File: src/rtl/mips_defs_pkg.sv
// Shared MIPS encodings and predecode types for the fetch/decode instruction buffer.
// Control words are listed as complete constants so each instruction class reads as one line.
package mips_defs_pkg;

  localparam logic [5:0] OP_SPECIAL = 6'h00, OP_REGIMM = 6'h01, OP_J    = 6'h02, OP_JAL  = 6'h03;
  localparam logic [5:0] OP_BEQ     = 6'h04, OP_BNE    = 6'h05, OP_BLEZ = 6'h06, OP_BGTZ = 6'h07;
  localparam logic [5:0] OP_ADDI    = 6'h08, OP_ADDIU  = 6'h09, OP_SLTI = 6'h0A, OP_SLTIU = 6'h0B;
  localparam logic [5:0] OP_ANDI    = 6'h0C, OP_ORI    = 6'h0D, OP_XORI = 6'h0E, OP_LUI  = 6'h0F;
  localparam logic [5:0] OP_COP0    = 6'h10;
  localparam logic [5:0] OP_LB = 6'h20, OP_LH = 6'h21, OP_LW = 6'h23, OP_LBU = 6'h24, OP_LHU = 6'h25;
  localparam logic [5:0] OP_SB = 6'h28, OP_SH = 6'h29, OP_SW = 6'h2B;

  localparam logic [5:0] FN_JR   = 6'h08, FN_JALR  = 6'h09, FN_SYSCALL = 6'h0C, FN_BREAK = 6'h0D;
  localparam logic [5:0] FN_MFHI = 6'h10, FN_MTHI  = 6'h11, FN_MFLO    = 6'h12, FN_MTLO  = 6'h13;
  localparam logic [5:0] FN_MULT = 6'h18, FN_MULTU = 6'h19, FN_DIV     = 6'h1A, FN_DIVU  = 6'h1B;

  localparam logic [4:0] RT_BLTZ = 5'h00, RT_BGEZ = 5'h01, RT_BLTZAL = 5'h10, RT_BGEZAL = 5'h11;
  localparam logic [4:0] RS_MF = 5'h00, RS_MT = 5'h04;

  localparam logic [31:0] INSTR_ERET = 32'h4200_0018;

  // Control word field positions (two-bit fields give their low bit).
  localparam int CB_REG_WRITE = 12, CB_REG_DST = 10, CB_ALU_SRC_PC = 9, CB_ALU_SRC_IMM = 8;
  localparam int CB_WRITE_SRC = 6, CB_HILO_READ = 5, CB_HILO_WRITE = 4, CB_BRANCH = 3;
  localparam int CB_UNSIGNED_EXT = 2, CB_JUMP = 1, CB_CP0_WRITE = 0;

  localparam logic [12:0] CTRL_MTHILO = 13'h0030, CTRL_MFHILO = 13'h1420, CTRL_MULDIV = 13'h1410;
  localparam logic [12:0] CTRL_JR = 13'h0002, CTRL_JALR = 13'h1602, CTRL_RTYPE = 13'h1400;
  localparam logic [12:0] CTRL_ARITH_IMM = 13'h1100, CTRL_LOGIC_IMM = 13'h1104;
  localparam logic [12:0] CTRL_LOAD = 13'h1140, CTRL_STORE = 13'h0100;
  localparam logic [12:0] CTRL_BRANCH = 13'h0008, CTRL_BRANCH_LINK = 13'h1A08;
  localparam logic [12:0] CTRL_J = 13'h0002, CTRL_JAL = 13'h1A02;
  localparam logic [12:0] CTRL_MFC0 = 13'h1080, CTRL_MTC0 = 13'h0001;

  typedef struct packed {
    logic [31:0] instr;
    logic [31:0] pc;
    logic [12:0] ctrl;
    logic        ri;
    logic        syscall;
    logic        brk;
    logic        eret;
    logic        in_ds;
  } entry_t;

endpackage

File: src/rtl/ctrl_predecode.sv
// Combinational predecode of one instruction into its control word and exception flags.
module ctrl_predecode import mips_defs_pkg::*; #(
  parameter bit CP0_EN = 1'b1
) (
  input  logic [31:0] instr,
  output logic [12:0] ctrl,
  output logic        ri,
  output logic        syscall,
  output logic        brk,
  output logic        eret,
  output logic        br_or_j
);

  logic [5:0]  op, funct;
  logic [4:0]  rs, rt, sa;
  logic [12:0] raw_ctrl;
  logic        raw_ri;

  assign op    = instr[31:26];
  assign rs    = instr[25:21];
  assign rt    = instr[20:16];
  assign sa    = instr[10:6];
  assign funct = instr[5:0];

  // NOTE: every signal written here gets a default first, so no path can infer a latch.
  always_comb begin
    raw_ctrl = '0;
    raw_ri   = 1'b0;
    eret     = 1'b0;
    case (op)
      OP_SPECIAL: begin
        case (funct)
          FN_MTHI, FN_MTLO:                     raw_ctrl = CTRL_MTHILO;
          FN_MFHI, FN_MFLO:                     raw_ctrl = CTRL_MFHILO;
          FN_MULT, FN_MULTU, FN_DIV, FN_DIVU:   raw_ctrl = CTRL_MULDIV;
          FN_JR:   begin raw_ctrl = CTRL_JR;   raw_ri = |instr[20:6]; end
          FN_JALR: begin raw_ctrl = CTRL_JALR; raw_ri = (rt != '0) || (sa != '0); end
          default:                              raw_ctrl = CTRL_RTYPE;
        endcase
      end
      OP_REGIMM: begin
        case (rt)
          RT_BLTZ, RT_BGEZ:     raw_ctrl = CTRL_BRANCH;
          RT_BLTZAL, RT_BGEZAL: raw_ctrl = CTRL_BRANCH_LINK;
          default:              raw_ri   = 1'b1;
        endcase
      end
      OP_J:                               raw_ctrl = CTRL_J;
      OP_JAL:                             raw_ctrl = CTRL_JAL;
      OP_BEQ, OP_BNE:                     raw_ctrl = CTRL_BRANCH;
      OP_BLEZ, OP_BGTZ: begin raw_ctrl = CTRL_BRANCH; raw_ri = (rt != '0); end
      OP_ADDI, OP_ADDIU, OP_SLTI, OP_SLTIU: raw_ctrl = CTRL_ARITH_IMM;
      OP_ANDI, OP_ORI, OP_XORI, OP_LUI:     raw_ctrl = CTRL_LOGIC_IMM;
      OP_LB, OP_LH, OP_LW, OP_LBU, OP_LHU:  raw_ctrl = CTRL_LOAD;
      OP_SB, OP_SH, OP_SW:                  raw_ctrl = CTRL_STORE;
      OP_COP0: begin
        if (!CP0_EN)                 raw_ri   = 1'b1;
        else if (rs == RS_MF)        raw_ctrl = CTRL_MFC0;
        else if (rs == RS_MT)        raw_ctrl = CTRL_MTC0;
        else if (instr == INSTR_ERET) eret    = 1'b1;
        else                         raw_ri   = 1'b1;
      end
      default: raw_ri = 1'b1;
    endcase
  end

  // A reserved instruction must not cause any architectural side effect downstream.
  assign ctrl    = raw_ri ? '0 : raw_ctrl;
  assign ri      = raw_ri;
  assign syscall = (op == OP_SPECIAL) && (funct == FN_SYSCALL);
  assign brk     = (op == OP_SPECIAL) && (funct == FN_BREAK);
  assign br_or_j = ctrl[CB_BRANCH] | ctrl[CB_JUMP];

endmodule

File: src/rtl/predecode_queue.sv
// Fetch-to-decode instruction buffer: predecodes up to IN_WIDTH instructions per push,
// tracks delay slots across pushes, and hands one entry per cycle to decode.
module predecode_queue import mips_defs_pkg::*; #(
  parameter int DEPTH    = 8,
  parameter int IN_WIDTH = 2,
  parameter bit CP0_EN   = 1'b1
) (
  input  logic                       clk,
  input  logic                       rst,
  input  logic                       flush,
  input  logic [IN_WIDTH-1:0]        in_valid,
  input  logic [32*IN_WIDTH-1:0]     in_instr,
  input  logic [32*IN_WIDTH-1:0]     in_pc,
  output logic                       in_ready,
  output logic                       out_valid,
  input  logic                       out_ready,
  output logic [31:0]                out_instr,
  output logic [31:0]                out_pc,
  output logic [12:0]                out_ctrl,
  output logic                       out_ri,
  output logic                       out_syscall,
  output logic                       out_break,
  output logic                       out_eret,
  output logic                       out_in_ds,
  output logic [$clog2(DEPTH+1)-1:0] count
);

  localparam int AW = $clog2(DEPTH);
  localparam int CW = $clog2(DEPTH+1);

  entry_t                     mem [DEPTH];
  entry_t [IN_WIDTH-1:0]      lane_entry;
  logic   [IN_WIDTH-1:0]      lane_br, lane_ds;
  logic   [AW-1:0]            rd_ptr, wr_ptr;
  logic   [CW-1:0]            push_n;
  logic                       last_br, next_last_br, chain_br;
  logic                       push_fire, pop_fire;
  entry_t                     head;

  for (genvar k = 0; k < IN_WIDTH; k++) begin : g_lane
    logic [12:0] ctrl;
    logic        ri, syscall, brk, eret;

    ctrl_predecode #(.CP0_EN(CP0_EN)) u_predecode (
      .instr   (in_instr[32*k +: 32]),
      .ctrl    (ctrl),
      .ri      (ri),
      .syscall (syscall),
      .brk     (brk),
      .eret    (eret),
      .br_or_j (lane_br[k])
    );

    assign lane_entry[k] = '{instr: in_instr[32*k +: 32], pc: in_pc[32*k +: 32], ctrl: ctrl,
                             ri: ri, syscall: syscall, brk: brk, eret: eret, in_ds: lane_ds[k]};
  end

  // Each valid lane inherits branch|jump from the instruction pushed just before it.
  always_comb begin
    chain_br = last_br;
    push_n   = '0;
    lane_ds  = '0;
    for (int k = 0; k < IN_WIDTH; k++) begin
      lane_ds[k] = chain_br;
      if (in_valid[k]) begin
        chain_br = lane_br[k];
        push_n   = push_n + CW'(1);
      end
    end
    next_last_br = chain_br;
  end

  assign in_ready  = (count <= CW'(DEPTH - IN_WIDTH));
  assign out_valid = (count != '0);
  assign push_fire = in_ready && (|in_valid) && !flush;
  assign pop_fire  = out_valid && out_ready && !flush;

  // NOTE: sequential state uses non-blocking assignments so every flop samples pre-edge values.
  always_ff @(posedge clk or posedge rst) begin
    if (rst) begin
      rd_ptr  <= '0;
      wr_ptr  <= '0;
      count   <= '0;
      last_br <= 1'b0;
    end else if (flush) begin
      rd_ptr  <= wr_ptr;
      count   <= '0;
      last_br <= 1'b0;
    end else begin
      if (push_fire) begin
        wr_ptr  <= wr_ptr + AW'(push_n);
        last_br <= next_last_br;
      end
      if (pop_fire) rd_ptr <= rd_ptr + AW'(1);
      count <= count + (push_fire ? push_n : '0) - CW'(pop_fire);
    end
  end

  // NOTE: storage is not reset; occupancy is tracked by count and outputs are masked when empty.
  always_ff @(posedge clk) begin
    if (push_fire) begin
      for (int k = 0; k < IN_WIDTH; k++) begin
        if (in_valid[k]) mem[wr_ptr + AW'(k)] <= lane_entry[k];
      end
    end
  end

  assign head        = out_valid ? mem[rd_ptr] : '0;
  assign out_instr   = head.instr;
  assign out_pc      = head.pc;
  assign out_ctrl    = head.ctrl;
  assign out_ri      = head.ri;
  assign out_syscall = head.syscall;
  assign out_break   = head.brk;
  assign out_eret    = head.eret;
  assign out_in_ds   = head.in_ds;

endmodule
File: config.mk
export PLATFORM = sky130hd
export DESIGN_NAME = predecode_queue
export DESIGN_NICKNAME = d
export VERILOG_FILES = /design/src/rtl/mips_defs_pkg.sv /design/src/rtl/ctrl_predecode.sv /design/src/rtl/predecode_queue.sv
export SDC_FILE = /design/constraint.sdc
export NUM_CORES = 2
export LEC_CHECK = 0
export ABC_CLOCK_PERIOD_IN_PS = 20000
export BUFFER_PORTS_ARGS = -buffer_cell sky130_fd_sc_hd__buf_2
export CORE_ASPECT_RATIO = 1.5
export CORE_UTILIZATION = 55
export DETAILED_ROUTE_END_ITERATION = 10
export PLACE_DENSITY = 0.79
export SYNTH_ARGS = -nofsm -noshare
export SYNTH_HDL_FRONTEND = slang
export SYNTH_SLANG_ARGS = --single-unit
File: constraint.sdc
create_clock -name clk -period 20 [get_ports clk]
set_input_delay 2 -clock clk [delete_from_list [all_inputs] [get_ports clk]]
set_output_delay 2 -clock clk [all_outputs]
set_load 0.02 [all_outputs]
==> results.tsv <==
stage	metric	value	unit
timing	RSZ-0062 raised after global routing	no	
critical_path	crit path launch type	register	
floorplan	Initial Utilization	0.555	
power_and_ir_drop	P per Cell Area	125	nW/µm²
floorplan	Die Span Y	311	µm
place	dpl ws	13.99	ns
synthesis	Syn Inst Count	3351	
cells_and_area	most frequent cells in the layout	nand2_1 (1574), edfxtp_1 (656), buf_2 (221)	
cells_and_area	Final Util	0.604	
timing	Tmin final	5.85	ns
timing	Fmax	171	MHz
global_routing	initial antenna violation count	16	
synthesis	Seq/Total Area, Yosys	0.570	
worst_hold_path	Worst Hold End	wr_ptr[2]$_DFFE_PP0P_	
timing	fin crit share	0.293	
critical_path	family with the most delay on the worst path	flip-flops	
global_routing	largest net degree at the start of global routing	83	
floorplan	I/O pins	222	
worst_hold_path	worst hold path depth	1	
power_and_ir_drop	leakage power figure	15.0	nW
clocking	hold bufs inserted after CTS	0	
synthesis	Synth Flop Type	edfxtp_1	
critical_path	CP Max Fanout	62	
critical_path	worst-path cell chain	buf_4, mux4_2, mux2i_1, nor2_1, buf_2	
synthesis	Yosys cell types	63	
critical_path	CP Depth	5	
cells_and_area	Syn-to-layout area delta	8.93	%
critical_path	CP Buf/Inv Count	2	
floorplan	num rows	113	
flow_run	Max Cap Viol	0	
cells_and_area	most common cell after layout, fill and taps aside	nand2_1	
timing	Final Hold Viols	0	
place	RD Place Congestion	0.909	
route	Detailed Route Iter0 Violations	3203	
synthesis	Post-synth ARST share	0.0165	
critical_path	Worst R2R End	mem[6][0]$_DFFE_PP_	
timing	final worst slack	14.15	ns
synthesis	Mapped Nets	3499	
timing	Worst-Margin Slew	1.34	ns
place	Placed Area	36200	µm²
synthesis	Synth Register Bits	667	
clocking	clk_lat worst skew	0.66	ns
global_routing	grt ovf	0	
power_and_ir_drop	Max IR drop VDD	0.0967	mV
timing	TNS Setup	0	ns
route	routed length per instance	24.4	µm
clocking	Bufs on Longest Clock Path	3	
run_status	status	finished clean	
route	vias after detailed routing	26200	
route	Routed WL	102	mm
route	vias per inst	6.26	
critical_path	R2R cell count	9	
global_routing	global-route wire length before repair	156	mm
worst_hold_path	critical hold path startpoint	wr_ptr[2]$_DFFE_PP0P_	
route	Final ANT Viol Nets	0	
place	IO buf count	221	
timing	relative max-transition margin	0.102	
clocking	CTS clk-pin slew, worst paths	0.07	ns
synthesis	Avg Cell Area, Syn	10.5	µm²
route	DR DRC count	0	
synthesis	Post-Syn Area	35100	µm²
critical_path	R2R setup slack	15.48	ns
critical_path	Worst EP required	18.00	ns
clocking	buffer count from post-CTS setup fixing	0	
clocking	post-cts sizing count	0	
timing	Final Setup Violations	0	
cells_and_area	share of post-route cells with drive strength above 1	0.163	
global_routing	gr usage total	0.318	
critical_path	reg2reg start	count[3]$_DFF_PP0_	
clocking	Clock Tree Root	clkbuf_16	
floorplan	Die W	208	µm
critical_path	Worst Path Arrival	3.85	ns
clocking	CTS sink cnt	667	
cells_and_area	nets@finish	3485	
clocking	number of CTS-inserted buffers	60	
clocking	htree depth	2	
worst_hold_path	Hold Crit Class	reg -> reg	
floorplan	core area	63200	µm²
synthesis	EDFF count, synth	656	
critical_path	critical path class	reg -> out	
clocking	CTS tree	done	
critical_path	CP max-delay cell	dfrtp_4	
timing	max-slew violation count	0	
synthesis	yosys warns	0	
timing	Clock Skew	0.0337	ns
floorplan	die area	64800	µm²
route	first-pass iteration count of the detailed router	7	
global_routing	vias in the first global route	26100	
critical_path	CP max stage delay	1.08	ns
critical_path	Critical Path Sink Type	output port	
cells_and_area	final instance area	38200	µm²
place	hpwl dp	59.5	mm
-- cell families (layout without fill, tap and decap cells) --
kind of cell	after synthesis	count (layout)	synth area share
flip-flops	667	667	0.570
buffers and inverters	354	387	0.0445
multiplexers	284	284	0.140
XOR/XNOR	7	7	0.00175
AND/OR/NAND/NOR	1815	1815	0.205
AO/OA/AOI/OAI	210	210	0.0343
adder cells (fa/ha/maj)	14	14	0.00542
other	0	2	0
-- worst max path at each step --
stage	startpoint	endpoint	slack, ns
4_1_cts	rd_ptr[0]$_DFFE_PP0P_	out_ctrl[5]	14.04
6_report	rd_ptr[1]$_DFFE_PP0P_	out_ctrl[5]	14.15
2_1_floorplan	in_valid[0]	mem[0][0]$_DFFE_PP_	10.02
3_3_place_gp	in_valid[0]	mem[6][24]$_DFFE_PP_	14.04
5_1_grt	rd_ptr[0]$_DFFE_PP0P_	out_ctrl[5]	13.95
3_5_place_dp	in_valid[0]	mem[2][69]$_DFFE_PP_	13.99
-- final cells by class --
type	instances	area, µm²
clock inverters	36	414
repair buffers	259	1390
flip-flops and latches	667	20000
well taps	805	1010
diodes	2	5.00
inverters	19	71.3
fillers	4843	25000
clock buffers	73	1570
multi-input cells	2330	13800
-- state kept, by name, summed over array words and instances (netlist names) --
signal and cells:
count 4, last_br 1, mem 656, rd_ptr 3, wr_ptr 3
-- per-stage QoR --
stage / cells / hold WS, ns / power [mW]
after floorplan: 3351 / 0.572 / 3.06
after global placement: 4080 / 0.631 / 3.58
after detailed placement: 4080 / 0.632 / 3.61
after CTS: 4189 / 0.643 / 4.78
after global routing: 4189 / 0.676 / 4.96
final: 4191 / 0.676 / 4.78
-- power by group --
group	switching, mW	internal, mW
Clock	0.530	0.663
Combinational	1.10	0.632
Sequential	0.115	1.74
-- Yosys cell counts (3+ instances only) --
cell type / instances / share of area
nor2b_1: 8 / 0.0014
nor4_1: 8 / 0.0014
nand2_1: 1578 / 0.17
buf_1: 57 / 0.0061
edfxtp_1: 656 / 0.56
o21ai_1: 4 / 0.00057
mux4_2: 164 / 0.11
nand3b_1: 3 / 0.00064
and3_1: 8 / 0.0014
nand4b_1: 5 / 0.0012
o21ai_0: 141 / 0.020
nand4_1: 5 / 0.00089
inv_1: 19 / 0.0020
a21oi_1: 30 / 0.0043
o31ai_1: 3 / 0.00064
o21bai_1: 3 / 0.00064
nor2_1: 123 / 0.013
nand3_1: 22 / 0.0031
nor3b_1: 3 / 0.00064
nand2b_1: 8 / 0.0014
ha_1: 12 / 0.0043
or3_1: 9 / 0.0016
mux2i_1: 120 / 0.034
dfrtp_1: 11 / 0.0078
a2bb2oi_1: 3 / 0.00075
buf_4: 40 / 0.0086
xor2_1: 4 / 0.0010
a311oi_1: 3 / 0.00075
buf_2: 64 / 0.0091
nor3_2: 5 / 0.0014
clkbuf_1: 174 / 0.019
a21o_1: 4 / 0.00086
nor3_1: 13 / 0.0019
xnor2_1: 3 / 0.00075
-- metal layers --
layer / vias to the layer above / wire (µm) / track usage
li1: 11400 / - / -
met1: 12600 / 35100 / 0.394
met2: 1779 / 50900 / 0.540
met3: 371 / 11300 / 0.0605
met4: 32 / 4970 / 0.148
met5: - / 187 / 0
-- worst register-to-register path: cells and delay by family, from the launching register on --
family | cells | cell delay, ns
AOI/OAI and AO/OA | 2 | 0.89
adders and majority gates | 1 | 0.22
buffers and inverters | 3 | 1.35
DFF | 1 | 0.50
and+or+nand+nor | 3 | 1.14
Power figures use the tool's default switching activity.
